[src/rtl/ddr3_input_packer.sv]
// ddr3_input_packer
// Packs a non-stallable stream of DIN_WIDTH-bit samples into LINE_WIDTH-bit
// lines (LANES samples per line, lane 0 in the low bits) and hands each
// completed line to the DDR input mini-FIFO through a one-line holding
// register. Supports an end-of-run flush that pads the partial line, a sticky
// overflow flag and host-readable line/drop counters.
// LINE_WIDTH must equal DIN_WIDTH*LANES.
module ddr3_input_packer #(
    parameter int                   DIN_WIDTH   = 16,
    parameter int                   LINE_WIDTH  = 256,
    parameter int                   LANES       = 16,
    parameter logic [DIN_WIDTH-1:0] PAD_WORD    = 16'h0000,
    parameter int                   COUNT_WIDTH = 32
) (
    input  logic                   clk,
    input  logic                   reset_n,
    input  logic                   enable,
    input  logic [DIN_WIDTH-1:0]   din,
    input  logic                   din_valid,
    input  logic                   flush,
    output logic                   flush_done,
    output logic [LINE_WIDTH-1:0]  fifo_din,
    output logic                   fifo_we,
    input  logic                   fifo_full,
    output logic                   overflow,
    input  logic                   clear_overflow,
    output logic [COUNT_WIDTH-1:0] line_count,
    output logic [COUNT_WIDTH-1:0] drop_count
);

    localparam int                   LANE_W    = (LANES > 1) ? $clog2(LANES) : 1;
    localparam logic [LANE_W-1:0]    LAST_LANE = LANE_W'(LANES - 1);
    localparam logic [LANE_W-1:0]    LANE_ZERO = {LANE_W{1'b0}};
    localparam logic [LANE_W-1:0]    LANE_ONE  = LANE_W'(1'b1);
    localparam logic [COUNT_WIDTH-1:0] CNT_ZERO = {COUNT_WIDTH{1'b0}};
    localparam logic [COUNT_WIDTH-1:0] CNT_ONE  = COUNT_WIDTH'(1'b1);
    localparam logic [COUNT_WIDTH-1:0] CNT_MAX  = {COUNT_WIDTH{1'b1}};

    typedef enum logic [1:0] {
        S_RUN   = 2'd0,
        S_PAD   = 2'd1,
        S_DRAIN = 2'd2
    } state_t;

    // Reset synchronizer: assert asynchronously, release on a clock edge.
    logic [1:0] rst_sync_q;
    logic [1:0] rst_sync_d;
    logic       rst_n_s;

    logic [LANES-1:0][DIN_WIDTH-1:0] acc_q,  acc_d;
    logic [LANES-1:0][DIN_WIDTH-1:0] hold_q, hold_d;
    logic                            hold_valid_q, hold_valid_d;
    logic [LANE_W-1:0]               lane_q, lane_d;
    state_t                          state_q, state_d;
    logic                            flush_done_q, flush_done_d;
    logic                            overflow_q, overflow_d;
    logic [COUNT_WIDTH-1:0]          line_cnt_q, line_cnt_d;
    logic [COUNT_WIDTH-1:0]          drop_cnt_q, drop_cnt_d;

    logic sample_s;
    logic last_lane_s;
    logic accept_s;
    logic drop_s;
    logic we_s;
    logic pad_go_s;

    // Shift a one through the synchronizer once reset_n is released.
    always_comb begin
        rst_sync_d = {rst_sync_q[0], 1'b1};
    end

    // Reset synchronizer flops.
    always_ff @(posedge clk or negedge reset_n) begin
        if (!reset_n) begin
            rst_sync_q <= 2'b00;
        end else begin
            rst_sync_q <= rst_sync_d;
        end
    end

    assign rst_n_s = rst_sync_q[1];

    // Per-cycle decisions: which sample is taken, which is lost, when the FIFO is written.
    always_comb begin
        sample_s    = enable && din_valid;
        last_lane_s = (lane_q == LAST_LANE);
        // The last lane is refused while the previous line still waits, since
        // completing it would have nowhere to go.
        accept_s    = sample_s && (state_q == S_RUN) && !(last_lane_s && hold_valid_q);
        drop_s      = sample_s && !accept_s;
        we_s        = hold_valid_q && !fifo_full;
        pad_go_s    = (state_q == S_PAD) && (!hold_valid_q || we_s);
    end

    // Next-state for accumulator, lane index, holding register and flush FSM.
    always_comb begin
        acc_d        = acc_q;
        lane_d       = lane_q;
        hold_d       = hold_q;
        hold_valid_d = hold_valid_q;
        state_d      = state_q;
        flush_done_d = 1'b0;

        if (we_s) begin
            hold_valid_d = 1'b0;
        end else begin
            hold_valid_d = hold_valid_q;
        end

        if (accept_s) begin
            acc_d[lane_q] = din;
            if (last_lane_s) begin
                lane_d       = LANE_ZERO;
                hold_d       = acc_d;
                hold_valid_d = 1'b1;
            end else begin
                lane_d = lane_q + LANE_ONE;
            end
        end else begin
            acc_d = acc_q;
        end

        case (state_q)
            S_RUN: begin
                // lane_d already reflects a sample accepted in this same cycle.
                if (flush) begin
                    if (lane_d != LANE_ZERO) begin
                        state_d = S_PAD;
                    end else begin
                        state_d = S_DRAIN;
                    end
                end else begin
                    state_d = S_RUN;
                end
            end
            S_PAD: begin
                if (pad_go_s) begin
                    for (int k = 0; k < LANES; k++) begin
                        if (k >= int'(lane_q)) begin
                            hold_d[k] = PAD_WORD;
                        end else begin
                            hold_d[k] = acc_q[k];
                        end
                    end
                    hold_valid_d = 1'b1;
                    lane_d       = LANE_ZERO;
                    state_d      = S_DRAIN;
                end else begin
                    state_d = S_PAD;
                end
            end
            S_DRAIN: begin
                if (!hold_valid_q) begin
                    flush_done_d = 1'b1;
                    state_d      = S_RUN;
                end else begin
                    state_d = S_DRAIN;
                end
            end
            default: begin
                state_d = S_RUN;
            end
        endcase
    end

    // Overflow flag and counters; a clear wins over a drop in the same cycle.
    always_comb begin
        overflow_d = overflow_q;
        drop_cnt_d = drop_cnt_q;
        line_cnt_d = line_cnt_q;

        if (clear_overflow) begin
            overflow_d = 1'b0;
            drop_cnt_d = CNT_ZERO;
        end else if (drop_s) begin
            overflow_d = 1'b1;
            if (drop_cnt_q != CNT_MAX) begin
                drop_cnt_d = drop_cnt_q + CNT_ONE;
            end else begin
                drop_cnt_d = drop_cnt_q;
            end
        end else begin
            overflow_d = overflow_q;
            drop_cnt_d = drop_cnt_q;
        end

        if (we_s) begin
            line_cnt_d = line_cnt_q + CNT_ONE;
        end else begin
            line_cnt_d = line_cnt_q;
        end
    end

    // State registers; reset discards any partial or pending line.
    always_ff @(posedge clk or negedge rst_n_s) begin
        if (!rst_n_s) begin
            acc_q        <= {(LANES*DIN_WIDTH){1'b0}};
            hold_q       <= {(LANES*DIN_WIDTH){1'b0}};
            hold_valid_q <= 1'b0;
            lane_q       <= LANE_ZERO;
            state_q      <= S_RUN;
            flush_done_q <= 1'b0;
            overflow_q   <= 1'b0;
            line_cnt_q   <= CNT_ZERO;
            drop_cnt_q   <= CNT_ZERO;
        end else begin
            acc_q        <= acc_d;
            hold_q       <= hold_d;
            hold_valid_q <= hold_valid_d;
            lane_q       <= lane_d;
            state_q      <= state_d;
            flush_done_q <= flush_done_d;
            overflow_q   <= overflow_d;
            line_cnt_q   <= line_cnt_d;
            drop_cnt_q   <= drop_cnt_d;
        end
    end

    assign fifo_we    = we_s;
    assign fifo_din   = hold_q;
    assign flush_done = flush_done_q;
    assign overflow   = overflow_q;
    assign line_count = line_cnt_q;
    assign drop_count = drop_cnt_q;

endmodule

[config.mk]
export PLATFORM = sky130hd
export DESIGN_NAME = ddr3_input_packer
export DESIGN_NICKNAME = d
export VERILOG_FILES = /design/src/rtl/ddr3_input_packer.sv
export SDC_FILE = /design/constraint.sdc
export NUM_CORES = 1
export LEC_CHECK = 0
export ABC_AREA = 1
export CELL_PAD_IN_SITES_DETAIL_PLACEMENT = 1
export CELL_PAD_IN_SITES_GLOBAL_PLACEMENT = 1
export CORE_UTILIZATION = 45
export CTS_CLUSTER_SIZE = 24
export DETAILED_ROUTE_END_ITERATION = 7
export PLACE_DENSITY = 0.85
export SLEW_MARGIN = 25
export SYNTH_ARGS = -nofsm -noshare
export SYNTH_HDL_FRONTEND = slang
export SYNTH_SLANG_ARGS = --single-unit
[constraint.sdc]
create_clock -name clk -period 54 [get_ports clk]
set_input_delay 10.8 -clock clk [delete_from_list [all_inputs] [get_ports clk]]
set_output_delay 10.8 -clock clk [all_outputs]
set_load 0.1 [all_outputs]
# Yosys cells after proc, flatten, opt, wreduce, memory -nomap -nowiden
# Cells that the tools add are included.
# classes
eq_ne,4
n_reduce_logical,18
n_mux,43
addsub,3
magnitude_cmp,17
# ops
cell,count
two-way mux 256 bit,4
bitwise mux 256 bit,1
two-way mux 16 bit,16
two-way mux 32 bit,3
"adder 32 x 1 -> 32 bit, second input constant",2
demux 16 bit (select 4 bit),1
"!= test 32 bit, second input constant",1
">= comparator 4 bit, first input constant",7
">= comparator 3 x 4 -> 1 bit, first input constant",4
two-way mux 4 bit,4
two-way mux 1 bit,9
">= comparator 1 x 4 -> 1 bit, first input constant",2
">= comparator 2 x 4 -> 1 bit, first input constant",2
logical AND 1 bit,8
two-way mux 2 bit,4
case mux 2 bit (3 select lines),1
"less-than comparator 4 x 5 -> 1 bit, second input constant",1
"adder 4 x 1 -> 4 bit, second input constant",1
"== test 4 bit, second input constant",1
">= comparator 4 x 1 -> 1 bit, second input constant",1
zero test 1 bit,4
nonzero test 2 bit,2
nonzero test 4 bit,1
"== test 2 x 1 -> 1 bit, second input constant",1
other kinds (4),4
# totals
regBits,587
out_inout_bits,323
in_bits,23
word_cells,125

# Logic depth before layout (Yosys ltp)
# depth
word_depth,9
mapped_depth,11
ltp_nobuf,10

# Worst setup path before layout
# No wires, ideal clock.
# synth_timing
kind,input to output
start,in fifo_full
end,out fifo_we
n_path_buf,2
t_required_ns,43.200
path_slack_ns,31.098
stages,3
t_arrival_ns,12.102
cell_sequence,nor2_1 buf_4 clkbuf_1
# synth_via
elab_chain_len,2
# synth_lines
element,line_no,source
start: declaration,24,"input logic fifo_full,"
zero test 1 bit,91,we_s = hold_valid_q && !fifo_full;
logical AND 1 bit,91,
end: declaration,23,"output logic fifo_we,"
# Every way passes these cells.

# Worst setup path after layout
# Same ends and word-level chain as after synthesis.

==> impl_summary.log <==
[metrics] initial DRC count: roughly 1,800
[metrics] Final Max Tran Viols: 0
[metrics] share of synthesized area occupied by flip-flops and latches: 0.522
[metrics] width of the chip: about 250 um
[metrics] dominant cell type by count on the critical path: clkdlybuf4s50_1
[metrics] postcts setup bufs: 0
[metrics] biggest area consumer among synthesized cells: dfrtp_1
[metrics] Worst Tran Pin Value: 1.15 ns
[metrics] iteration count of the initial detailed-routing pass: 5
[metrics] placed instance area: 0.0310 sq mm
[metrics] number of standard cells after synthesis: around 3,500
[metrics] Slowest cell on crit path: clkdlybuf4s50_1
[metrics] die area: approximately 0.062 sq mm
[metrics] Initial Utilization: 0.455
[metrics] # resized after CTS: 0
[metrics] mean post-synth cell area: between 7 and 8 sq um
[metrics] Area contributors post-synth: dfrtp_1 52%, nand2_1 13%, o21ai_0 12%
[metrics] vertical extent of the die: roughly 250 um
[metrics] count of pins on the block boundary: about 350
[metrics] share of cells above drive strength 1: 0.0471
[metrics] Remaining Overflow, GRT: 0
[metrics] Std-Cell Rows: 90
[metrics] final weighted congestion of routability-driven global placement: 0.895
[metrics] highest attainable clock frequency: approximately 43 MHz
[metrics] leakage power summed over all cells: 14.5 nW
[metrics] number of nets still failing antenna checks after routing: 0
[metrics] pin count of the biggest net entering global routing: between 200 and 250
[metrics] net total in the final layout: 3,724
[metrics] Final TNS setup: 0 ns
[metrics] clock input transition at the sequential cells of the worst setup and hold paths: ~0.060 ns
[metrics] number of clock sinks seen by CTS: ~570
[metrics] area taken by flip-flops and latches: 0.0143 sq mm
[metrics] worst-path fanout max: 3
[metrics] total standard cell area after synthesis: ~0.027 sq mm
[metrics] Critical Path RT: 43.20 ns
[metrics] Final setup viols: 0
[metrics] Synth cell types: 34
[metrics] post-layout instance count excluding filler cells: between 4,000 and 5,000
[metrics] worst setup path category: input pin to output pin
[metrics] Placeable Area: between 0.06 and 0.07 sq mm
[metrics] power density cells: 50.3 mW/mm^2
[metrics] DRC violation count after routing: 0
[metrics] maximum level of the CTS H-tree: 2
[metrics] clock latency reported for the late side of the worst-skew pair: between 0.6 and 0.7 ns
[metrics] Max rail drop VDD: approximately 0.000035 V
[metrics] root buffer cell: clkbuf_16
[metrics] share of the cycle needed by the critical path after routing: 0.433
[metrics] detailed-route vias per instance: ~5.7
[metrics] largest clock skew in the final design: slightly below 0.02 ns
[metrics] total count of hold-check failures in the final report: 0
[metrics] total nets after synthesis: between 3,000 and 4,000
[metrics] warnings from Yosys: 0
[metrics] Layout area overhead: 20.5%
[metrics] sum of routed wire length over all layers: between 90,000 and 100,000 um
[metrics] chain of cells forming the critical path: clkdlybuf4s50_1 -> nor2_1 -> clkdlybuf4s50_1
[metrics] Hold Buf Count CTS: 0
[metrics] unrepaired setup endpoints after global routing: no
[metrics] initial antenna violation count: 9
[metrics] Hold Path Class: register to register
[metrics] HPWL Detailed: between 50,000 and 60,000 um
[metrics] placed cells: 4,412
[metrics] TritonCTS buffer count: 61
[metrics] setup slack after layout: 30.63 ns
[metrics] clock period minus final worst setup slack: ~23 ns
[metrics] pre-CTS setup slack: between 30 and 40 ns
[metrics] kind of capture point of the worst setup path: output pin
[metrics] area of the multi-input gates: between 0.01 and 0.015 sq mm
[metrics] GRT Total Usage: 0.311
[metrics] first-pass GRT wire length: ~150,000 um
[metrics] post-route standard cell area excluding fillers: about 0.033 sq mm
[metrics] Wirelength per Cell: around 21 um
[metrics] type of origin of the critical path: input pin
[metrics] number of global-route vias before repair: 26,700
[metrics] top-area cell type share of the netlist area: 0.522
[metrics] CP arrival: 12.57 ns
[metrics] Maximum Capacitance Violations: 0
[metrics] worst rel slew slack: 0.229
[metrics] TritonCTS clock tree: yes
[metrics] Seq cells post-synth: between 500 and 600
[metrics] delay of the slowest critical-path stage: about 1.2 ns
[metrics] result of the run: complete, no violations
[metrics] maximum number of buffers from clock root to sink: 3
[metrics] number of inserted filler cells in the final layout: between 7,000 and 8,000
[metrics] Via Count: roughly 26,000
[metrics] Port Buffer Count: approximately 350
==> sequential cells by signal, indices dropped and copies added (netlist names) <==
signal and cells:
fifo_din 256, acc_q 241, drop_count 32, line_count 32, lane_q 4, rst_sync_q 2, state_q 2, flush_done 1
hold_valid_q 1, overflow 1
==> per-stage QoR <==
step	util	power, W	hold WS, ns
after floorplan	-	0.00106	0.331
after global placement	0.514	0.00120	0.336
after detailed placement	0.514	0.00123	0.339
after CTS	0.547	0.00166	0.353
after global routing	0.548	0.00175	0.368
final	0.549	0.00166	0.350
==> per-layer routing <==
layer / GRT usage / vias up / wire, um
met5: 0 / - / 0
met3: 0.0396 / 181 / 5570
li1: - / 11800 / -
met1: 0.424 / 13100 / 42000
met4: 0.114 / 0 / 3470
met2: 0.508 / 784 / 45900
==> worst paths after layout <==
path	from	end	slack (ns)	depth (start not counted)
max in group asynchronous	reset_n	rst_sync_q[1]	43.55	1
min in group asynchronous	rst_sync_q[1]	fifo_din[168]	0.39	0
max	fifo_full	fifo_we	30.63	3
min	rst_sync_q[0]	rst_sync_q[1]	0.35	0
max reg2reg	lane_q[1]	drop_count[11]	50.67	10
min reg2reg	rst_sync_q[0]	rst_sync_q[1]	0.35	0
==> where the power goes <==
group	internal (W)	total [W]	switching (W)
clock	0.000248	0.000430	0.000182
sequential	0.000528	0.000597	0.0000697
combinational	0.000153	0.000636	0.000483
==> placed cells by master (no fill, tap or decap), types with 2 or more instances in the layout <==
master             n
diode_2            3
inv_8              2
xnor2_1            8
nand2_4            2
buf_6              4
inv_6              3
or2_2              5
nor2_2             6
xor2_1            18
inv_1            247
clkdlybuf4s50_1  344
clkinv_1           2
clkbuf_16         61
bufinv_16          6
clkbuf_1          11
nand2_2           16
nand4_1            7
a31oi_1            2
o21ai_1           58
dfrtp_1          570
nor3_1            12
clkinv_2          15
o22ai_1          221
nand3b_1           8
clkbuf_8          10
nor2_1           360
o21bai_1           2
nand2_1          949
o21ai_0          642
ha_1               7
nand3_1           78
a21oi_1           14
buf_4             24
nor2_4             2
inv_2             11
==> synthesized netlist by cell type, drive strengths merged <==
cell type	count
nand2	967
nor2	368
ha	7
a21oi	14
inv	263
conb	1
o21bai	2
clkbuf	160
nand3	78
a31oi	2
o21ai	700
or2	5
nor3	13
o22ai	221
o211ai	1
xnor2	8
dfrtp	572
nand3b	8
buf	72
nand4	8
xor2	18
==> cell families (layout without fill, tap and decap cells) <==
logic type                 count (synthesis)  count (layout)  synth area share
DFF                                      572             572             0.522
adders and majority gates                  7               7           0.00319
buffers and inverters                    495             745            0.0775
and+or+nand+nor                         1447            1447             0.207
AOI/OAI and AO/OA                        940             940             0.182
other                                      1               4          0.000137
xor gates and xnor gates                  26              26           0.00831
==> cell type report <==
| cell class | count | share of cell area |
|---|---|---|
| antenna | 3 | 0.000227 |
| clock buffer | 82 | 0.0516 |
| clock inverter | 25 | 0.00878 |
| inverter | 263 | 0.0304 |
| multi-input combinational | 2421 | 0.334 |
| sequential | 572 | 0.433 |
| tap | 782 | 0.0296 |
| timing repair buffer | 375 | 0.113 |
==> worst max-delay path: cells and delay by family <==
family        cells  cell delay (ns)
buf+inv           2             1.61
simple gates      1             0.17
Power figures use the tool's default switching activity.
